===== src/rtl/alsu_arbiter.sv =====
// Two-requester round-robin front end for a registered ALSU: grants one command,
// issues it for one cycle, captures the result and holds it as a response.
module alsu_arbiter #(
    parameter int BITS = 3
) (
    input  logic              clk,
    input  logic              rstn,
    input  logic              req0_valid,
    output logic              req0_ready,
    input  logic [2:0]        req0_op,
    input  logic [BITS-1:0]   req0_a,
    input  logic [BITS-1:0]   req0_b,
    input  logic [6:0]        req0_flags,
    input  logic              req1_valid,
    output logic              req1_ready,
    input  logic [2:0]        req1_op,
    input  logic [BITS-1:0]   req1_a,
    input  logic [BITS-1:0]   req1_b,
    input  logic [6:0]        req1_flags,
    output logic [2:0]        alsu_opcode,
    output logic [BITS-1:0]   alsu_A,
    output logic [BITS-1:0]   alsu_B,
    output logic              alsu_cin,
    output logic              alsu_SI,
    output logic              alsu_sh_left,
    output logic              alsu_red_op_A,
    output logic              alsu_red_op_B,
    output logic              alsu_pass_A,
    output logic              alsu_pass_B,
    input  logic [2*BITS-1:0] alsu_out,
    output logic              rsp_valid,
    input  logic              rsp_ready,
    output logic              rsp_id,
    output logic [2*BITS-1:0] rsp_data,
    output logic              rsp_err
);

    typedef enum logic [2:0] {IDLE, ISSUE, WAIT, CAPT, RESP} state_t;

    typedef struct packed {
        logic [2:0]      op;
        logic [BITS-1:0] a;
        logic [BITS-1:0] b;
        logic [6:0]      flags;
    } cmd_t;

    state_t state_q, state_d;
    cmd_t   hold_q, req_sel, idle_cmd, drive;
    logic   last_id, grant_id, cmd_err;

    always_comb begin
        state_d    = state_q;
        req0_ready = 1'b0;
        req1_ready = 1'b0;
        // req1 wins only when alone or when req0 was served last
        grant_id   = req1_valid & (~req0_valid | ~last_id);
        req_sel    = grant_id ? {req1_op, req1_a, req1_b, req1_flags}
                              : {req0_op, req0_a, req0_b, req0_flags};
        case (state_q)
            IDLE: begin
                if (rstn && (req0_valid || req1_valid)) begin
                    state_d    = ISSUE;
                    req0_ready = ~grant_id;
                    req1_ready = grant_id;
                end
            end
            ISSUE:   state_d = WAIT;
            WAIT:    state_d = CAPT;
            CAPT:    state_d = RESP;
            RESP:    if (rsp_ready) state_d = IDLE;
            default: state_d = IDLE;
        endcase
    end

    always_comb begin
        cmd_err = (hold_q.op[2] & hold_q.op[1]) |
                  ((hold_q.flags[3] | hold_q.flags[2]) & (hold_q.op[2] | hold_q.op[1]));
        // idle command keeps the ALSU output register loaded with the last result,
        // which is what shift/rotate commands operate on
        idle_cmd.op    = 3'b000;
        idle_cmd.a     = rsp_data[BITS-1:0];
        idle_cmd.b     = '0;
        idle_cmd.flags = 7'b0000010;
        drive          = (state_q == ISSUE) ? hold_q : idle_cmd;
        alsu_opcode    = drive.op;
        alsu_A         = drive.a;
        alsu_B         = drive.b;
        {alsu_cin, alsu_SI, alsu_sh_left, alsu_red_op_A,
         alsu_red_op_B, alsu_pass_A, alsu_pass_B} = drive.flags;
        rsp_valid      = (state_q == RESP);
    end

    always_ff @(posedge clk or negedge rstn) begin
        if (!rstn) begin
            state_q  <= IDLE;
            hold_q   <= '0;
            last_id  <= 1'b1;
            rsp_id   <= 1'b0;
            rsp_data <= '0;
            rsp_err  <= 1'b0;
        end else begin
            state_q <= state_d;
            if (req0_ready || req1_ready) begin
                hold_q  <= req_sel;
                last_id <= grant_id;
                rsp_id  <= grant_id;
            end
            if (state_q == CAPT) begin
                rsp_data <= alsu_out;
                rsp_err  <= cmd_err;
            end
        end
    end

endmodule


===== config.mk =====
export PLATFORM = sky130hd
export DESIGN_NAME = alsu_arbiter
export DESIGN_NICKNAME = d
export VERILOG_FILES = /design/src/rtl/alsu_arbiter.sv
export SDC_FILE = /design/constraint.sdc
export NUM_CORES = 1
export LEC_CHECK = 0
export BUFFER_PORTS_ARGS = -buffer_cell sky130_fd_sc_hd__buf_4
export CAP_MARGIN = 15
export CORE_MARGIN = 2
export CORE_UTILIZATION = 40
export CTS_CLUSTER_SIZE = 24
export DETAILED_ROUTE_END_ITERATION = 7
export GPL_TIMING_DRIVEN = 1
export PLACE_DENSITY = 0.71
export REMOVE_ABC_BUFFERS = 1
export SYNTH_ARGS = -nofsm -noshare
export SYNTH_HDL_FRONTEND = slang
export SYNTH_SLANG_ARGS = --single-unit

===== constraint.sdc =====
create_clock -name clk -period 2.2 [get_ports clk]
set_input_delay 0.66 -clock clk [delete_from_list [all_inputs] [get_ports clk]]
set_output_delay 0.66 -clock clk [all_outputs]
set_load 0.01 [all_outputs]

==> results of run 1 <==
critical path: stages, from the launching register on:
cell,delay (ns)
dfrtp_1,0.44
nor3b_4,0.21
buf_6,0.15
mux2_2,0.33
buf_4,0.14
sequential cells by signal, summed over array words and instances, names as in the netlist:
name / count
state_q: 3
last_id: 1
rsp_id: 1
rsp_err: 1
rsp_data: 6
hold_q: 16
cell families (layout without fill, tap and decap cells):
group	count (synthesis)	after routing	synth area share (%)
XOR/XNOR	1	1	0.598
AND/OR/NAND/NOR	21	21	10.8
AO/OA/AOI/OAI	8	8	3.42
multiplexers	43	43	33.0
flip-flops	28	28	47.9
buffers and inverters	8	89	4.27
final cells by class:
type	count	area (um^2)	area share, %
multi-input combinational	73	722	32.9
sequential	28	702	32.0
timing repair buffer	83	677	30.9
tap	46	57.6	2.63
clock buffer	4	26.3	1.20
inverter	2	7.51	0.342
layout by cell type, fill, tap and decap left out, types with 2 or more instances in the layout:
master / count
and2_1: 6
and2_4: 7
buf_4: 71
buf_6: 11
clkbuf_4: 3
dfrtp_1: 27
inv_1: 2
mux2_1: 4
mux2_2: 39
nor2_1: 2
o21ai_0: 2
synth_stat cells (2+ instances only):
cell type	n
and2_1	13
o21ai_0	2
dfrtp_1	27
inv_1	2
mux2_1	4
buf_6	4
nor2_1	2
mux2_2	39
metal layers:
| layer | vias up | GRT usage, % | part of all wire (%) |
|---|---|---|---|
| li1 | 545 | - | - |
| met1 | 517 | 20.1 | 42 |
| met2 | 50 | 28.9 | 49 |
| met3 | 2 | 3.65 | 8.5 |
| met4 | 0 | 4.79 | 0.38 |
| met5 | - | 0 | 0 |
repair_timing:
item                                    in CTS  in global routing
resized for setup                           12                  6
hold buffers                                 0                  0
endpoints found under the setup margin      14                 17
setup buffers                                4                  1
pin swaps                                    2                  1
power by group:
group	switching, W	total [W]	internal (W)	leakage, nW
combinational	0.000550	0.00146	0.000913	0.699
clock	0.000141	0.000212	0.0000710	0.0150
sequential	0.000160	0.000945	0.000784	0.332
total	0.000851	0.00262	0.00177	1.05
through the flow:
| stage | util [%] | hold slack, ns | TNS (ns) | power, W |
|---|---|---|---|---|
| CTS | 63.4 | 0.336 | -0.349 | 0.00261 |
| global route | 64.2 | 0.336 | -1.59 | 0.00281 |
| floorplan | - | 0.364 | -3.49 | 0.00166 |
| global placement | 60.6 | 0.473 | 0 | 0.00223 |
| finish | 64.2 | 0.334 | -0.302 | 0.00262 |
| detailed placement | 60.6 | 0.487 | 0 | 0.00228 |
worst min path at each step:
| stage | start | endpoint | depth (start not counted) |
|---|---|---|---|
| floorplan | rstn | hold_q[0]$_DFFE_PN0P_ | 0 |
| global placement | rsp_err$_DFFE_PN0N_ | rsp_err$_DFFE_PN0N_ | 1 |
| detailed placement | hold_q[0]$_DFFE_PN0P_ | hold_q[0]$_DFFE_PN0P_ | 1 |
| CTS | rstn | state_q[0]$_DFFE_PN0P_ | 2 |
| global route | rstn | state_q[2]$_DFFE_PN0P_ | 2 |
| finish | rstn | hold_q[13]$_DFFE_PN0P_ | 2 |
==> results.json, run 1 <==
{
  "drt-total-wl_um": 3130,
  "r2r_cells": 4,
  "drc": 0,
  "syn-instance-count": 109,
  "syn_avg_cell_area_um2": 13.4,
  "fin_crit_sh_pct": 103,
  "cts_tree": "yes",
  "hpwl_um": 2470,
  "drive_gt1_share_pct": 72.1,
  "numPortBuffers": 69,
  "drv_cap": 0,
  "rsz0062_at_grt": "yes",
  "antenna_found_initial": 0,
  "status": "finished with violations",
  "grt_max_degree": 29,
  "cts_max_path_buffers": 2,
  "setup_viol": 12,
  "pin_count": 70,
  "crit_type": "flip-flop to output pin",
  "startpoint": "state_q[1]$_DFFE_PN0P_",
  "async_flop_share_pct": 100,
  "fp.dieW_um": 64.5,
  "fillers": 308,
  "crit_path_end_kind": "output pin",
  "synth_edf_count": 0,
  "place.gp.congestion": 0.655,
  "std_cell_rows": 21,
  "vias": 1114,
  "core-area_mm2": 0.00342,
  "r2r_end": "hold_q[10]$_DFFE_PN0P_",
  "clock_latency_ns": 0.32,
  "synthFlopType": "dfrtp_1",
  "syn2layout_area_growth_pct": 49.6,
  "startpoint_type": "flip-flop",
  "ant_nets": 0,
  "dieArea_mm2": 0.00416,
  "synth_warnings": 0,
  "clkTransAtPathRegs_ns": 0.14,
  "finalNetCount": 234,
  "cts_made_buffers": 3,
  "path_max_fanout": 6,
  "synth.largest_area_cell": "dfrtp_1",
  "start_util_pct": 42.9,
  "wl_per_cell_um": 13.3,
  "skew_ns": 0.00759,
  "place_ws_ns": 0.130,
  "rr_startpoint": "state_q[1]$_DFFE_PN0P_",
  "ys_ff_latch": 28,
  "antenna_cells": 0,
  "dp_cells": 227,
  "peakVddDrop_mv": 0.721,
  "seq_area_frac_synth_pct": 47.9,
  "synth_top_area_share_pct": 46.1,
  "yosys-top-cells-area": "dfrtp_1 (46%), mux2_2 (30%), and2_1 (5.6%)",
  "die_y_um": 64.5,
  "viasPerCell": 4.72,
  "crit_arrival_ns": 1.60,
  "final-hold-violation-count": 0,
  "netlist_area_mm2": 0.00147,
  "first_iter_violations": 31,
  "post_dp_cell_area_mm2": 0.00207,
  "h-tree-depth": 1,
  "leakage_nw": 1.05,
  "hold_path_class": "primary input to async pin",
  "overflow": 0,
  "tightest_slew_ns": 0.343,
  "period_needed_ns": 2.26,
  "clock.fmax_ghz": 0.443,
  "cts_sinks": 28,
  "cts-root-buf": "clkbuf_4",
  "grt_pass1_vias": 1199,
  "drv_slew": 0,
  "first_pass_iters": 3,
  "worst_slack_ns": -0.0561,
  "slew_headroom_pct": 77.1,
  "violations": "setup timing",
  "power_density_mw_per_mm2": 1200,
  "crit_end": "alsu_A[1]",
  "track_usage_pct": 16.4,
  "design_area_mm2": 0.00219,
  "synth.distinct_cells": 24,
  "final_cells": 236,
  "required_ns": 1.54,
  "r2r_slack_ns": 0.49,
  "grt_pass1_wl_um": 5400
}
Power figures use the tool's default switching activity.
==> inputs of run 2 (changes only) <==
CORE_ASPECT_RATIO = 1.5   (was default)
==> results.json, run 2 (synthesis results as in run 1) <==
{
  "status": "completed",
  "final_cells": 233,
  "fp.dieW_um": 53.4,
  "first_iter_violations": 10,
  "fillers": 284,
  "std_cell_rows": 26,
  "cts_sinks": 28,
  "pin_count": 70,
  "start_util_pct": 42.5,
  "regMostFlops": "hold_q",
  "fin_tns_setup_ns": 0,
  "hpwl_um": 2560,
  "drive_gt1_share_pct": 74.3,
  "final_cell_mix": "buf_4 (68), mux2_2 (36), dfrtp_1 (26)",
  "drt-total-wl_um": 3310,
  "grt_pass1_vias": 1163,
  "rr_startpoint": "state_q[1]$_DFFE_PN0P_",
  "grt_pass1_wl_um": 5180,
  "setup_viol": 0,
  "worst_slack_ns": 0.000103,
  "layout.cells.most_common": "buf_4",
  "skew_ns": 0.00209,
  "slew_headroom_pct": 76.6,
  "antenna_found_initial": 0,
  "peakVddDrop_mv": 0.914,
  "viasPerCell": 4.89,
  "crit_path_end_kind": "output pin",
  "leakage_nw": 1.08,
  "required_ns": 1.54,
  "track_usage_pct": 16.6,
  "place_ws_ns": 0.0597,
  "grt_max_degree": 29,
  "drc": 0,
  "numPortBuffers": 69,
  "first_pass_iters": 4,
  "ant_nets": 0,
  "core-area_mm2": 0.00345,
  "die_y_um": 78.1,
  "final-hold-violation-count": 0,
  "overflow": 0,
  "finalNetCount": 235,
  "clkTransAtPathRegs_ns": 0.09,
  "postCtsHoldBufs": 0,
  "h-tree-depth": 1,
  "hold_path_class": "primary input to async pin",
  "rsz0062_at_grt": "yes",
  "syn2layout_area_growth_pct": 54.0,
  "clock.fmax_ghz": 0.455,
  "fin_crit_sh_pct": 100,
  "fin_util_pct": 65.4,
  "r2r_slack_ns": 0.48,
  "cts_max_path_buffers": 2,
  "path_max_fanout": 3,
  "drv_slew": 0,
  "startpoint_type": "flip-flop",
  "antenna_cells": 0,
  "r2r_cells": 5,
  "largest_reg_flops": 16,
  "tightest_slew_ns": 0.351,
  "r2r_end": "hold_q[2]$_DFFE_PN0P_",
  "drv_cap": 0,
  "reg_top3": "hold_q: 16 flops, rsp_data: 6 flops, state_q: 3 flops",
  "cts_tree": "yes",
  "dieArea_mm2": 0.00417,
  "crit_type": "flip-flop to output pin",
  "wl_per_cell_um": 14.2,
  "dp_cells": 224,
  "power_density_mw_per_mm2": 1260,
  "cts_made_buffers": 3,
  "cts-root-buf": "clkbuf_8",
  "vias": 1139,
  "crit_arrival_ns": 1.54,
  "clock_latency_ns": 0.27,
  "period_needed_ns": 2.20,
  "place.gp.congestion": 0.680
}
==> run 2: changes by cell type in the layout (fill, tap and decap cells not counted) <==
cell	change
nor2b_1	-1
dfrtp_2	+1
dfrtp_1	-1
mux2_4	+3
buf_6	+4
clkbuf_1	-1
mux2_2	-3
clkbuf_8	+4
buf_4	-3
clkbuf_4	-3
and2_1	-1
and2_4	+1
nor2b_2	+1
==> run 2: worst max path at each step <==
stage                     cells past startpoint                   start    endpoint
final                                         4  state_q[2]$_DFFE_PN0P_   alsu_A[0]
after global routing                          4  state_q[1]$_DFFE_PN0P_  req0_ready
after CTS                                     4  state_q[2]$_DFFE_PN0P_   alsu_A[0]
after detailed placement                      5              req0_valid  req1_ready
after global placement                        5              req0_valid  req1_ready
after floorplan                               2              req1_valid  req1_ready
==> run 2: metal layers <==
metal / global-route usage, % / part of all wire, % / vias up
met3: 1.33 / 4.7 / 4
met4: 8.46 / 1.8 / 0
met2: 29.9 / 56 / 38
met5: 0 / 0 / -
li1: - / - / 544
met1: 18.5 / 38 / 553
==> run 2: power breakdown <==
group | internal (W) | leakage (nW) | switching (W)
registers | 0.000789 | 0.331 | 0.000169
clock network | 0.000160 | 0.0288 | 0.000155
logic | 0.000986 | 0.720 | 0.000573
total | 0.00193 | 1.08 | 0.000897
==> run 2: what timing repair did <==
| action | in CTS | in global routing |
|---|---|---|
| setup buffers | 4 | 1 |
| gates resized for setup | 6 | 22 |
| pin swaps | 1 | 3 |
| setup endpoints to repair | 16 | 12 |
==> run 2: stage by stage <==
stage | hold WS (ns) | area (um^2) | total power [W]
floorplan | 0.364 | 1410 | 0.00166
global placement | 0.475 | 2060 | 0.00222
detailed placement | 0.486 | 2060 | 0.00228
CTS | 0.388 | 2180 | 0.00273
global route | 0.395 | 2260 | 0.00301
finish | 0.379 | 2260 | 0.00283
==> run 2: final cells by class <==
type                       instances  area [um^2]  share of cell area [%]
sequential                        28          703                    31.2
tap                               42         52.6                    2.33
timing repair buffer              84          699                    31.0
inverter                           2         7.51                   0.333
clock buffer                       4         55.1                    2.44
multi-input combinational         73          738                    32.7
==> run 2: critical path: stages, from the launching register on <==
cell and delay (ns):
dfrtp_2 0.45, nor3b_4 0.24, buf_6 0.15, mux2_4 0.30
buf_6 0.12
